### src/rtl/conway_pkg.sv
// Shared types and seed pattern for the Life generation store.
// Seed rows are defined as 16-bit constants, adapted to other row widths by seed_row().
package conway_pkg;

    typedef enum logic [1:0] {
        IDLE = 2'd0,
        LOAD = 2'd1,
        SWAP = 2'd2
    } state_e;

    localparam int SEED_ROWS = 4;
    localparam int SEED_W    = 16;
    localparam int MAX_ROW_W = 64;

    // Low row_w bits of the 16-bit seed row k, zero-extended; rows past the table are empty.
    function automatic logic [MAX_ROW_W-1:0] seed_row(input int k, input int row_w);
        logic [SEED_W-1:0]    s;
        logic [MAX_ROW_W-1:0] r;
        case (k)
            0:       s = 16'h0700;
            1:       s = 16'h3300;
            2:       s = 16'h33CC;
            3:       s = 16'h6186;
            default: s = 16'h0000;
        endcase
        r = '0;
        for (int i = 0; i < SEED_W; i++) begin
            if (i < row_w) begin
                r[i] = s[i];
            end
        end
        return r;
    endfunction

endpackage

### src/rtl/conway_row_bank.sv
// One bank of grid rows: a single write port and two registered read ports.
// Out-of-range reads return zero and out-of-range writes are dropped.
module conway_row_bank #(
    parameter int ROW_W  = 16,
    parameter int ROWS   = 4,
    parameter int ADDR_W = $clog2(ROWS)
) (
    input  logic              clk,
    input  logic              rst,
    input  logic              we_i,
    input  logic [ADDR_W-1:0] waddr_i,
    input  logic [ROW_W-1:0]  wdata_i,
    input  logic [ADDR_W-1:0] raddr_a_i,
    output logic [ROW_W-1:0]  rdata_a_o,
    input  logic [ADDR_W-1:0] raddr_b_i,
    output logic [ROW_W-1:0]  rdata_b_o
);

    localparam bit FULL_MAP = (ROWS == (1 << ADDR_W));

    logic [ROW_W-1:0] mem_q [ROWS];
    logic [ROW_W-1:0] rdata_a_q;
    logic [ROW_W-1:0] rdata_b_q;

    function automatic logic in_range(input logic [ADDR_W-1:0] addr);
        return FULL_MAP || (int'(addr) < ROWS);
    endfunction

    always_ff @(posedge clk or posedge rst) begin
        if (rst) begin
            for (int i = 0; i < ROWS; i++) begin
                mem_q[i] <= '0;
            end
            rdata_a_q <= '0;
            rdata_b_q <= '0;
        end else begin
            if (we_i && in_range(waddr_i)) begin
                mem_q[waddr_i] <= wdata_i;
            end
            rdata_a_q <= in_range(raddr_a_i) ? mem_q[raddr_a_i] : '0;
            rdata_b_q <= in_range(raddr_b_i) ? mem_q[raddr_b_i] : '0;
        end
    end

    assign rdata_a_o = rdata_a_q;
    assign rdata_b_o = rdata_b_q;

endmodule

### src/rtl/conway_gen_mem.sv
// Double-buffered Life generation store: current bank feeds the VGA and selector reads,
// next bank takes selector writes, swap flips them; a sequencer seeds both banks.
module conway_gen_mem
    import conway_pkg::*;
#(
    parameter int ROW_W  = 16,
    parameter int ROWS   = 4,
    parameter int ADDR_W = $clog2(ROWS),
    parameter int GEN_W  = 16
) (
    input  logic              clk,
    input  logic              rst,
    input  logic              debug_load,
    input  logic [ADDR_W-1:0] vga_addr,
    output logic [ROW_W-1:0]  vga_row,
    input  logic [ADDR_W-1:0] sel_addr,
    output logic [ROW_W-1:0]  sel_row,
    input  logic              write_enb,
    input  logic [ADDR_W-1:0] wr_addr,
    input  logic [ROW_W-1:0]  wr_row,
    input  logic              swap_req,
    output logic              swap_ack,
    output logic              busy,
    output logic [GEN_W-1:0]  gen_count
);

    state_e            state_q, state_d;
    logic [ADDR_W-1:0] load_cnt_q, load_cnt_d;
    logic              bank_sel_q, bank_sel_d;
    logic [GEN_W-1:0]  gen_q, gen_d;
    logic              ack_q, ack_d;
    logic              pend_q, pend_d;
    logic              rd_sel_q;

    logic              load_we;
    logic              user_we;
    logic [1:0]        bank_we;
    logic [ADDR_W-1:0] bk_waddr;
    logic [ROW_W-1:0]  bk_wdata;
    logic [ROW_W-1:0]  load_dat;
    logic [MAX_ROW_W-1:0] seed_full;
    logic              unused_seed_hi;
    logic [ROW_W-1:0]  vga_row0, vga_row1, sel_row0, sel_row1;

    always_comb begin
        state_d    = state_q;
        load_cnt_d = load_cnt_q;
        bank_sel_d = bank_sel_q;
        gen_d      = gen_q;
        ack_d      = 1'b0;
        pend_d     = pend_q;
        load_we    = 1'b0;
        user_we    = 1'b0;
        case (state_q)
            IDLE: begin
                user_we = write_enb;
                if (debug_load) begin
                    state_d    = LOAD;
                    load_cnt_d = '0;
                end else if (swap_req || pend_q) begin
                    state_d = SWAP;
                    pend_d  = 1'b0;
                end
            end
            LOAD: begin
                load_we = 1'b1;
                if (swap_req) begin
                    pend_d = 1'b1;
                end
                if (load_cnt_q == ADDR_W'(ROWS - 1)) begin
                    state_d    = IDLE;
                    load_cnt_d = '0;
                    gen_d      = '0;
                end else begin
                    load_cnt_d = load_cnt_q + 1'b1;
                end
            end
            SWAP: begin
                user_we    = write_enb;
                state_d    = IDLE;
                bank_sel_d = ~bank_sel_q;
                ack_d      = 1'b1;
                gen_d      = gen_q + 1'b1;
            end
            default: state_d = IDLE;
        endcase
    end

    always_ff @(posedge clk or posedge rst) begin
        if (rst) begin
            state_q    <= IDLE;
            load_cnt_q <= '0;
            bank_sel_q <= 1'b0;
            gen_q      <= '0;
            ack_q      <= 1'b0;
            pend_q     <= 1'b0;
            rd_sel_q   <= 1'b0;
        end else begin
            state_q    <= state_d;
            load_cnt_q <= load_cnt_d;
            bank_sel_q <= bank_sel_d;
            gen_q      <= gen_d;
            ack_q      <= ack_d;
            pend_q     <= pend_d;
            rd_sel_q   <= bank_sel_q;
        end
    end

    assign seed_full      = seed_row(int'(load_cnt_q), ROW_W);
    assign load_dat       = seed_full[ROW_W-1:0];
    assign unused_seed_hi = ^seed_full[MAX_ROW_W-1:ROW_W];

    // Seed goes to both banks; user writes only reach the bank that is currently "next".
    assign bk_waddr   = load_we ? load_cnt_q : wr_addr;
    assign bk_wdata   = load_we ? load_dat : wr_row;
    assign bank_we[0] = load_we | (user_we & bank_sel_q);
    assign bank_we[1] = load_we | (user_we & ~bank_sel_q);

    conway_row_bank #(.ROW_W(ROW_W), .ROWS(ROWS), .ADDR_W(ADDR_W)) u_bank0 (
        .clk       (clk),
        .rst       (rst),
        .we_i      (bank_we[0]),
        .waddr_i   (bk_waddr),
        .wdata_i   (bk_wdata),
        .raddr_a_i (vga_addr),
        .rdata_a_o (vga_row0),
        .raddr_b_i (sel_addr),
        .rdata_b_o (sel_row0)
    );

    conway_row_bank #(.ROW_W(ROW_W), .ROWS(ROWS), .ADDR_W(ADDR_W)) u_bank1 (
        .clk       (clk),
        .rst       (rst),
        .we_i      (bank_we[1]),
        .waddr_i   (bk_waddr),
        .wdata_i   (bk_wdata),
        .raddr_a_i (vga_addr),
        .rdata_a_o (vga_row1),
        .raddr_b_i (sel_addr),
        .rdata_b_o (sel_row1)
    );

    // rd_sel_q remembers which bank was current when the read address was sampled.
    assign vga_row   = rd_sel_q ? vga_row1 : vga_row0;
    assign sel_row   = rd_sel_q ? sel_row1 : sel_row0;
    assign swap_ack  = ack_q;
    assign busy      = (state_q != IDLE);
    assign gen_count = gen_q;

endmodule

### config.mk
export PLATFORM = sky130hd
export DESIGN_NAME = conway_gen_mem
export DESIGN_NICKNAME = d
export VERILOG_FILES = /design/src/rtl/conway_pkg.sv /design/src/rtl/conway_row_bank.sv /design/src/rtl/conway_gen_mem.sv
export SDC_FILE = /design/constraint.sdc
export NUM_CORES = 1
export LEC_CHECK = 0
export CELL_PAD_IN_SITES_DETAIL_PLACEMENT = 0
export CELL_PAD_IN_SITES_GLOBAL_PLACEMENT = 1
export CORE_MARGIN = 5
export CORE_UTILIZATION = 50
export CTS_CLUSTER_SIZE = 25
export DETAILED_ROUTE_END_ITERATION = 8
export GPL_TIMING_DRIVEN = 0
export PLACE_DENSITY_LB_ADDON = 0.1
export SETUP_SLACK_MARGIN = 0.05
export SLEW_MARGIN = 20
export SYNTH_ARGS = -nofsm -noshare
export SYNTH_HDL_FRONTEND = slang
export SYNTH_SLANG_ARGS = --single-unit
### constraint.sdc
create_clock -name clk -period 24.1 [get_ports clk]
set_clock_uncertainty 0.2 [all_clocks]
set_input_delay 4.82 -clock clk [delete_from_list [all_inputs] [get_ports clk]]
set_output_delay 4.82 -clock clk [all_outputs]
set_load 0.01 [all_outputs]
# Yosys cells after proc, flatten, opt, wreduce, memory -nomap -nowiden
# Index checks and enable logic that the tools add are counted.
[word_totals]
latch_bits = 0
memories = 0
elab_cells = 93
input_bits = 27
out_inout_bits = 50
mem_bits_ro = 0
mem_bits_rw = 0
reg_bits = 216
[op_classes]
reduce_logical = 12
addsub = 2
div = 0
bitwise_logic = 8
n_mux = 37
n_shift = 0
n_mul = 0
order_cmp = 4
eq_ne = 11
[ops]
columns = ["op", "n"]
rows = [
  ["16-bit two-way mux", 13],
  ["16-bit binary-select mux with 2-bit select", 4],
  ["64-bit bitwise mux", 2],
  ["16-bit case mux with 4 select lines", 1],
  ["16-bit demux with 2-bit select", 1],
  ["16-bit case mux with 2 select lines", 1],
  ["16-bit by 1-bit adder with 16-bit output (second input constant)", 1],
  ["2-bit two-way mux", 6],
  ["2-bit != test (second input constant)", 5],
  ["3-bit >= comparator (second input constant)", 3],
  ["2-bit inverter with 3-bit output", 3],
  ["2-bit case mux with 2 select lines", 2],
  ["2-bit == test (second input constant)", 3],
  ["1-bit two-way mux", 6],
  ["2-bit AND reduction", 3],
  ["2-bit nonzero test", 3],
  ["2-bit by 1-bit == test with 1-bit output (second input constant)", 2],
  ["2-bit logical NOT", 2],
  ["4-bit AND reduction", 1],
  ["3-bit by 1-bit less-than comparator with 1-bit output (second input constant)", 1],
  ["3-bit != test (second input constant)", 1],
  ["2-bit by 1-bit adder with 2-bit output (second input constant)", 1],
  ["1-bit bitwise AND", 2],
  ["1-bit OR", 2],
  ["other kinds (5)", 5],
]

# Longest topological paths before layout
# Gate-level depths: netlist of the first run.
[logic_depth]
ltp_word = 9
depth_mapped = 6
ltp_nobuf = 5

# By module
# A second synthesis of the first run with hierarchy kept.
[hier_totals]
hier_cells = 606
area_unflattened_um2 = 9703.1
[modules_own_cells]
columns = ["module", "cells_per_inst", "area_each_um2", "seq_area_each_um2", "instances"]
rows = [
  ["conway_row_bank", 209, 3981.3, 2402.3, 2],
  ["conway_gen_mem", 188, 1740.4, 600.6, 1],
]

# Worst setup path after synthesis of the first run
# No wires, ideal clock.
[synth_path]
path_type = "reg2out"
from = "register rd_sel_q"
to = "output sel_row[0]"
path_slack_ns = 17.859
path_buffers = 2
arrival_time_ns = 1.221
t_required_ns = 19.080
path_stages_with_launch = 4
cell_sequence = "dfrtp_1 clkbuf_1 buf_1 mux2_2"
[synth_between]
elab_chain_cells = 1
[synth_lines]
columns = ["element", "line_no", "source"]
rows = [
  ["start, declared", "conway_gen_mem.sv:33", "logic rd_sel_q;"],
  ["start signal, assigned", "conway_gen_mem.sv:105", "rd_sel_q <= bank_sel_q;"],
  ["16-bit two-way mux", "conway_gen_mem.sv:145", "assign sel_row = rd_sel_q ? sel_row1 : sel_row0;"],
  ["end, declared", "conway_gen_mem.sv:17", "output logic [ROW_W-1:0] sel_row,"],
]
# No other way between the ends.

# Worst setup path in the final report of the first run
[layout_path]
from = "register rd_sel_q"
to = "output vga_row[13]"
[layout_between]
elab_chain_cells = 1
[layout_lines]
columns = ["element", "line_no", "source"]
rows = [
  ["16-bit two-way mux", "conway_gen_mem.sv:144", "assign vga_row = rd_sel_q ? vga_row1 : vga_row0;"],
  ["end, declared", "conway_gen_mem.sv:15", "output logic [ROW_W-1:0] vga_row,"],
]
# No other way between the ends.

==> results of run 1 <==
==> metal layers <==
metal | GRT usage | part of all wire | vias to the layer above
li1 | - | - | 2801
met1 | 0.347 | 0.43 | 3408
met5 | 0 | 0 | -
met4 | 0.0671 | 0.027 | 0
met3 | 0.0320 | 0.045 | 46
met2 | 0.401 | 0.49 | 195
==> power groups by stage <==
| stage | combinational (W) | clock (W) | sequential (W) |
|---|---|---|---|
| CTS | 0.000668 | 0.000404 | 0.000610 |
| finish | 0.000664 | 0.000398 | 0.000611 |
| global placement | 0.000645 | 0 | 0.000599 |
| detailed placement | 0.000664 | 0 | 0.000614 |
| global route | 0.000712 | 0.000423 | 0.000629 |
| floorplan | 0.000441 | 0 | 0.000579 |
==> final cells by class <==
| cell class | count | area (um2) |
|---|---|---|
| buffer | 45 | 219 |
| clock buffer | 39 | 778 |
| clock inverter | 5 | 104 |
| fill | 1575 | 7610 |
| inverter | 6 | 30.0 |
| multi-input combinational | 446 | 4280 |
| sequential | 216 | 5410 |
| tap | 265 | 332 |
| timing repair buffer | 75 | 768 |
==> sequential cells by signal, summed over array words and instances, names as in the netlist, 2 cells and up <==
name	count
u_bank1.rdata_a_o	16
load_cnt_q	2
u_bank1.mem_q	64
u_bank0.mem_q	64
u_bank0.rdata_a_o	16
gen_count	16
state_q	2
u_bank1.rdata_b_o	16
u_bank0.rdata_b_o	16
==> cell usage in the layout (no fill, tap or decap), types with 3 or more instances in the layout <==
cell               n
a21oi_1           11
mux4_2            64
nand4_1            3
buf_6              4
nand3_1            7
and2_1             8
buf_1              8
nor2_1            23
clkbuf_1          25
buf_2             10
ha_1               5
o21ai_1            4
clkbuf_16         25
clkbuf_8          10
xor2_1             4
inv_1              5
nand2b_1           3
bufinv_16          3
xnor2_1            3
a21oi_4            3
nand2_1          100
clkdlybuf4s50_1   74
dfrtp_1          216
a31o_2             5
o21ai_0           68
mux2_2            56
mux2_4            40
==> synth_stat cells (all sizes together), types with 3 or more instances <==
cell type	count	share of area
dfrtp	216	0.54
inv	6	0.0023
a31o	5	0.0044
xnor2	3	0.0026
nor2	25	0.011
mux4	64	0.15
nand4	3	0.0019
nand2b	3	0.0019
xor2	4	0.0035
and2	8	0.0050
nand3b	3	0.0035
a21oi	14	0.010
nand2	100	0.038
buf	24	0.014
nand3	7	0.0035
ha	5	0.0063
o21ai	72	0.036
clkbuf	21	0.0079
mux2	96	0.12
==> logic make-up (layout without fill, tap and decap cells) <==
kind of cell,Yosys count,count (layout),synth area share
xor+xnor,7,7,0.00617
fa+ha+maj,5,5,0.00630
buf+inv,51,170,0.0243
mux,162,162,0.271
compound gates,107,107,0.0675
flops,216,216,0.544
simple gates,165,165,0.0803
==> critical path: cells and delay by family, from the launching register on <==
| family | cells | cell delay (ps) |
|---|---|---|
| flops | 1 | 340 |
| mux | 1 | 420 |
| buf+inv | 3 | 1540 |
==> path summary, 6_finish.rpt <==
kind                                        start                   end  slack (ps)  cells after the start
min in group asynchronous                     rst  u_bank0.rdata_b_o[5]        4660                      2
worst max register to register      load_cnt_q[1]      u_bank0.mem_q[1]       21500                      5
max in group asynchronous                     rst     u_bank0.mem_q[47]       18040                      3
worst min register to register  u_bank1.mem_q[25]     u_bank1.mem_q[25]         300                      2
worst max-delay path                     rd_sel_q           vga_row[13]       16270                      4
worst min-delay path            u_bank1.mem_q[25]     u_bank1.mem_q[25]         300                      2
==> metrics by stage <==
stage                     setup WS (ps)  power [W]
after floorplan                   13170    0.00102
after global routing              16170    0.00176
after global placement            10790    0.00124
after detailed placement          16720    0.00128
after CTS                         16240    0.00168
final                             16270    0.00167
==> flow_metrics.env, run 1 <==
export IMPL_status="complete, no violations"
export IMPL_holdWs_ps=303
export IMPL_firstDrtPassIters=5
export IMPL_crit_path_cell_trace="clkbuf_1 > buf_1 > mux2_2 > clkdlybuf4s50_1"
export IMPL_ys_warn_count=0
export IMPL_nets=846
export IMPL_fmax_mhz=128
export IMPL_vias=6450
export IMPL_cts_made_buffers=24
export IMPL_initial_utilization=0.509
export IMPL_dpl_hpwl_um=17900
export IMPL_cts_root_buf="clkbuf_16"
export IMPL_seqPwrFrac=0.365
export IMPL_hold_viol=0
export IMPL_power_share_clock=0.238
export IMPL_critPathLaunchType="flip-flop"
export IMPL_fin_area_mm2=0.0119
export IMPL_core_mm2=0.0195
export IMPL_grt_pass1_wl_um=41100
export IMPL_leakagePower_nw=5.18
export IMPL_crit_slowest_cell="buf_1"
export IMPL_grt_pass1_vias=6765
export IMPL_ios=77
export IMPL_ant_nets=0
export IMPL_routed_via_density=5.88
export IMPL_clk_pin_slew_ps=60
export IMPL_max_slew_worst_pin_slew_ps=1030
export IMPL_drive_above_1_share=0.285
export IMPL_drt_iter0_markers=486
export IMPL_critPathMaxStageDelay_ps=810
export IMPL_drc=0
export IMPL_yosysSeqAreaShare=0.544
export IMPL_ys_async_sr_fraction=1.00
export IMPL_num_rows=51
export IMPL_finalSetupViolCount=0
export IMPL_place_gp_congestion=0.842
export IMPL_antenna_found_initial=0
export IMPL_relSlewSlack=0.315
export IMPL_path_class="flip-flop to primary output"
export IMPL_die_area_mm2=0.0228
export IMPL_cts_tree="built"
export IMPL_tns_ps=0
export IMPL_power_frac_comb=0.397
export IMPL_die_w_um=151
export IMPL_p_int_w=0.00110
export IMPL_cp_end_kind="primary output"
export IMPL_clk_latency_ps=510
export IMPL_power_density_mw_per_mm2=140
export IMPL_grt_overflow_total=0
export IMPL_syn2layout_area_growth_pct=20.0
export IMPL_post_drt_wl_per_cell_um=24.3
export IMPL_synth_area_per_cell_um2=13.9
export IMPL_post_cts_buffers=0
export IMPL_drv_slew=0
export IMPL_port_buffers=74
export IMPL_yosysUniqueCellTypes=54
export IMPL_ys_seq_elements=216
export IMPL_die_h_um=151
export IMPL_cts_hold_buffers=0
export IMPL_place_area_mm2=0.0110
export IMPL_ys_flop_type="dfrtp_1"
export IMPL_grt_max_degree=110
export IMPL_utilization=0.610
export IMPL_worstPathRequired_ps=19080
export IMPL_synth_cells=713
export IMPL_cts_buffer_depth=3
export IMPL_final_cells=1097
export IMPL_switching_power_w=0.000576
export IMPL_hold_class="flip-flop to flip-flop"
export IMPL_syn_nets=745
export IMPL_critPathMaxFanout=10
export IMPL_clock_sinks=216
export IMPL_arrival_ps=2810
export IMPL_min_period_ps=7830
export IMPL_maxCapViolations=0
export IMPL_rsz0062_at_grt="no"
export IMPL_ir_drop_uv=75.6
export IMPL_routed_wl_um=26700
export IMPL_cts_resized_gates=0
export IMPL_grtUsageTotal=0.244
export IMPL_syn_cell_area_mm2=0.00993
export IMPL_synth_edf_count=0
export IMPL_dp_cells=1053
export IMPL_htreeDepth=1
export IMPL_antennaDiodeCount=0
export IMPL_p_sw_frac=0.344
export IMPL_fin_crit_sh=0.325
(Power assumes the default switching activity.)
==> run 2: changes to the inputs <==
Settings changed: CORE_UTILIZATION 50 to 44.
Clock period 24.1 ns to 7.2 ns, I/O delays scaled along.
==> run 2 against run 1 <==
Net effect: final area increased by 0.61%; first-iteration DRC count decreased by 11%; clock-buffer cell count is 1 lower; cell count rose by 2.4%; setup slack worse by 13000 ps; non-clock buffer count increased by 6; global-route usage shrank 2.7 points; clock power grew to 3.2 times the previous value; worst hold slack worse by 6.3 ps.
==> flow_metrics.env, run 2 (synthesized netlist as in run 1, its figures left out) <==
export IMPL_r2r_end="u_bank0.mem_q[1]"
export IMPL_die_area_mm2=0.0257
export IMPL_critPathMaxStageDelay_ps=760
export IMPL_dpl_hpwl_um=18900
export IMPL_ir_drop_uv=201
export IMPL_rsz0062_at_grt="no"
export IMPL_power_frac_comb=0.404
export IMPL_ant_nets=0
export IMPL_routed_via_density=5.73
export IMPL_place_gp_congestion=0.827
export IMPL_arrival_ps=2780
export IMPL_ff2ff_path_depth=5
export IMPL_hold_viol=0
export IMPL_ios=77
export IMPL_path_class="flip-flop to primary output"
export IMPL_syn2layout_area_growth_pct=20.8
export IMPL_grt_pass1_vias=6879
export IMPL_timing_rr_start="load_cnt_q[1]"
export IMPL_utilization=0.535
export IMPL_clk_latency_ps=520
export IMPL_crit_path_cell_trace="clkbuf_1 > buf_1 > mux2_2 > clkdlybuf4s50_1"
export IMPL_power_density_mw_per_mm2=463
export IMPL_grt_max_degree=36
export IMPL_initial_utilization=0.443
export IMPL_routed_wl_um=27400
export IMPL_hold_class="flip-flop to flip-flop"
export IMPL_antenna_found_initial=0
export IMPL_final_cell_mix="dfrtp_1, nand2_1, clkdlybuf4s50_1, o21ai_0, mux4_2"
export IMPL_p_int_w=0.00361
export IMPL_drt_iter0_markers=433
export IMPL_cts_hold_buffers=0
export IMPL_critPathLaunchType="flip-flop"
export IMPL_nFillCells=1928
export IMPL_multiInputGateArea_mm2=0.00428
export IMPL_p_total_w=0.00555
export IMPL_startpoint="rd_sel_q"
export IMPL_crit_slowest_cell="buf_1"
export IMPL_worstPathRequired_ps=5560
export IMPL_die_h_um=160
export IMPL_status="complete, no violations"
export IMPL_vias=6433
export IMPL_tns_ps=0
export IMPL_die_w_um=160
export IMPL_cp_end_kind="primary output"
export IMPL_max_slew_worst_pin_slew_ps=1070
export IMPL_cts_buffer_depth=3
export IMPL_p_sw_frac=0.350
export IMPL_grt_pass1_wl_um=42600
export IMPL_post_cts_buffers=0
export IMPL_clk_pin_slew_ps=60
export IMPL_seqPwrFrac=0.367
export IMPL_timing_final_ws_setup_ps=2780
export IMPL_num_rows=55
export IMPL_grt_overflow_total=0
export IMPL_cts_made_buffers=25
export IMPL_core_mm2=0.0224
export IMPL_cts_tree="built"
export IMPL_drive_above_1_share=0.286
export IMPL_antennaDiodeCount=0
export IMPL_cts_resized_gates=0
export IMPL_grtUsageTotal=0.217
export IMPL_post_place_ws_ps=3310
export IMPL_maxCapViolations=0
export IMPL_post_drt_wl_per_cell_um=24.4
export IMPL_clock_sinks=216
export IMPL_drv_slew=0
export IMPL_firstDrtPassIters=5
export IMPL_nets=853
export IMPL_finalSetupViolCount=0
export IMPL_layout_area_seq_mm2=0.00541
export IMPL_final_common_cell="dfrtp_1"
export IMPL_htreeDepth=1
export IMPL_fin_crit_sh=0.613
export IMPL_ff2ff_setup_slack_ps=4570
export IMPL_fmax_mhz=226
export IMPL_port_buffers=74
export IMPL_leakagePower_nw=5.19
export IMPL_cts_root_buf="clkbuf_16"
export IMPL_drc=0
export IMPL_switching_power_w=0.00194
export IMPL_power_share_clock=0.229
export IMPL_min_period_ps=4420
export IMPL_top_regs="u_bank0.mem_q: 64 flops, u_bank1.mem_q: 64 flops"
export IMPL_critPathMaxFanout=10
export IMPL_endpoint="sel_row[9]"
export IMPL_relSlewSlack=0.289
run 2: changes by cell type in the layout (fill, tap and decap cells not counted), sizes merged:
cell / change
buf: +6
bufinv: -1
clkbuf: -1
clkinv: +1
clkinvlp: +2
inv: -1
run 2: how the worst min path moves through the flow:
stage	startpoint	slack [ps]	cells after the start	endpoint
after floorplan	u_bank0.mem_q[16]	260	2	u_bank0.mem_q[16]
after global placement	u_bank0.mem_q[57]	270	2	u_bank0.mem_q[57]
after detailed placement	u_bank0.mem_q[18]	280	2	u_bank0.mem_q[18]
after CTS	u_bank0.mem_q[18]	300	2	u_bank0.mem_q[18]
after global routing	u_bank0.mem_q[18]	320	2	u_bank0.mem_q[18]
final	u_bank0.mem_q[18]	300	2	u_bank0.mem_q[18]
run 2: worst max-delay path: cells and delay by family (launching register included):
family / cells / cell delay [ps]
buffers and inverters: 3 / 1480
muxes: 1 / 460
DFF: 1 / 320
run 2: per-layer routing:
layer  GRT usage  routed length (um)  vias to the layer above
li1            -                   -                     2811
met3      0.0310                1130                       48
met4      0.0575                 733                        0
met5           0                   0                        -
met2       0.359               13500                      168
met1       0.305               12000                     3406
run 2: power groups by stage:
stage | logic (W) | clock network [W] | registers, W
finish | 0.00224 | 0.00127 | 0.00204
global placement | 0.00221 | 0 | 0.00200
CTS | 0.00226 | 0.00129 | 0.00204
floorplan | 0.00148 | 0 | 0.00194
detailed placement | 0.00225 | 0 | 0.00205
global route | 0.00240 | 0.00134 | 0.00210
run 2: area by class of cell:
cell class,instances,share of cell area
Multi-Input combinational cell,446,0.357
Clock buffer,38,0.0612
Clock inverter,6,0.00720
Sequential cell,216,0.451
Inverter,6,0.00219
Timing Repair Buffer,81,0.0734
Tap cell,285,0.0297
Buffer,45,0.0183
run 2: stage by stage:
step,hold WS (ps),instances,instance area [um2]
finish,297,1123,12000
global route,320,1123,12000
CTS,297,1123,12000
detailed placement,284,1079,11200
global placement,275,1072,11000
floorplan,261,713,9930
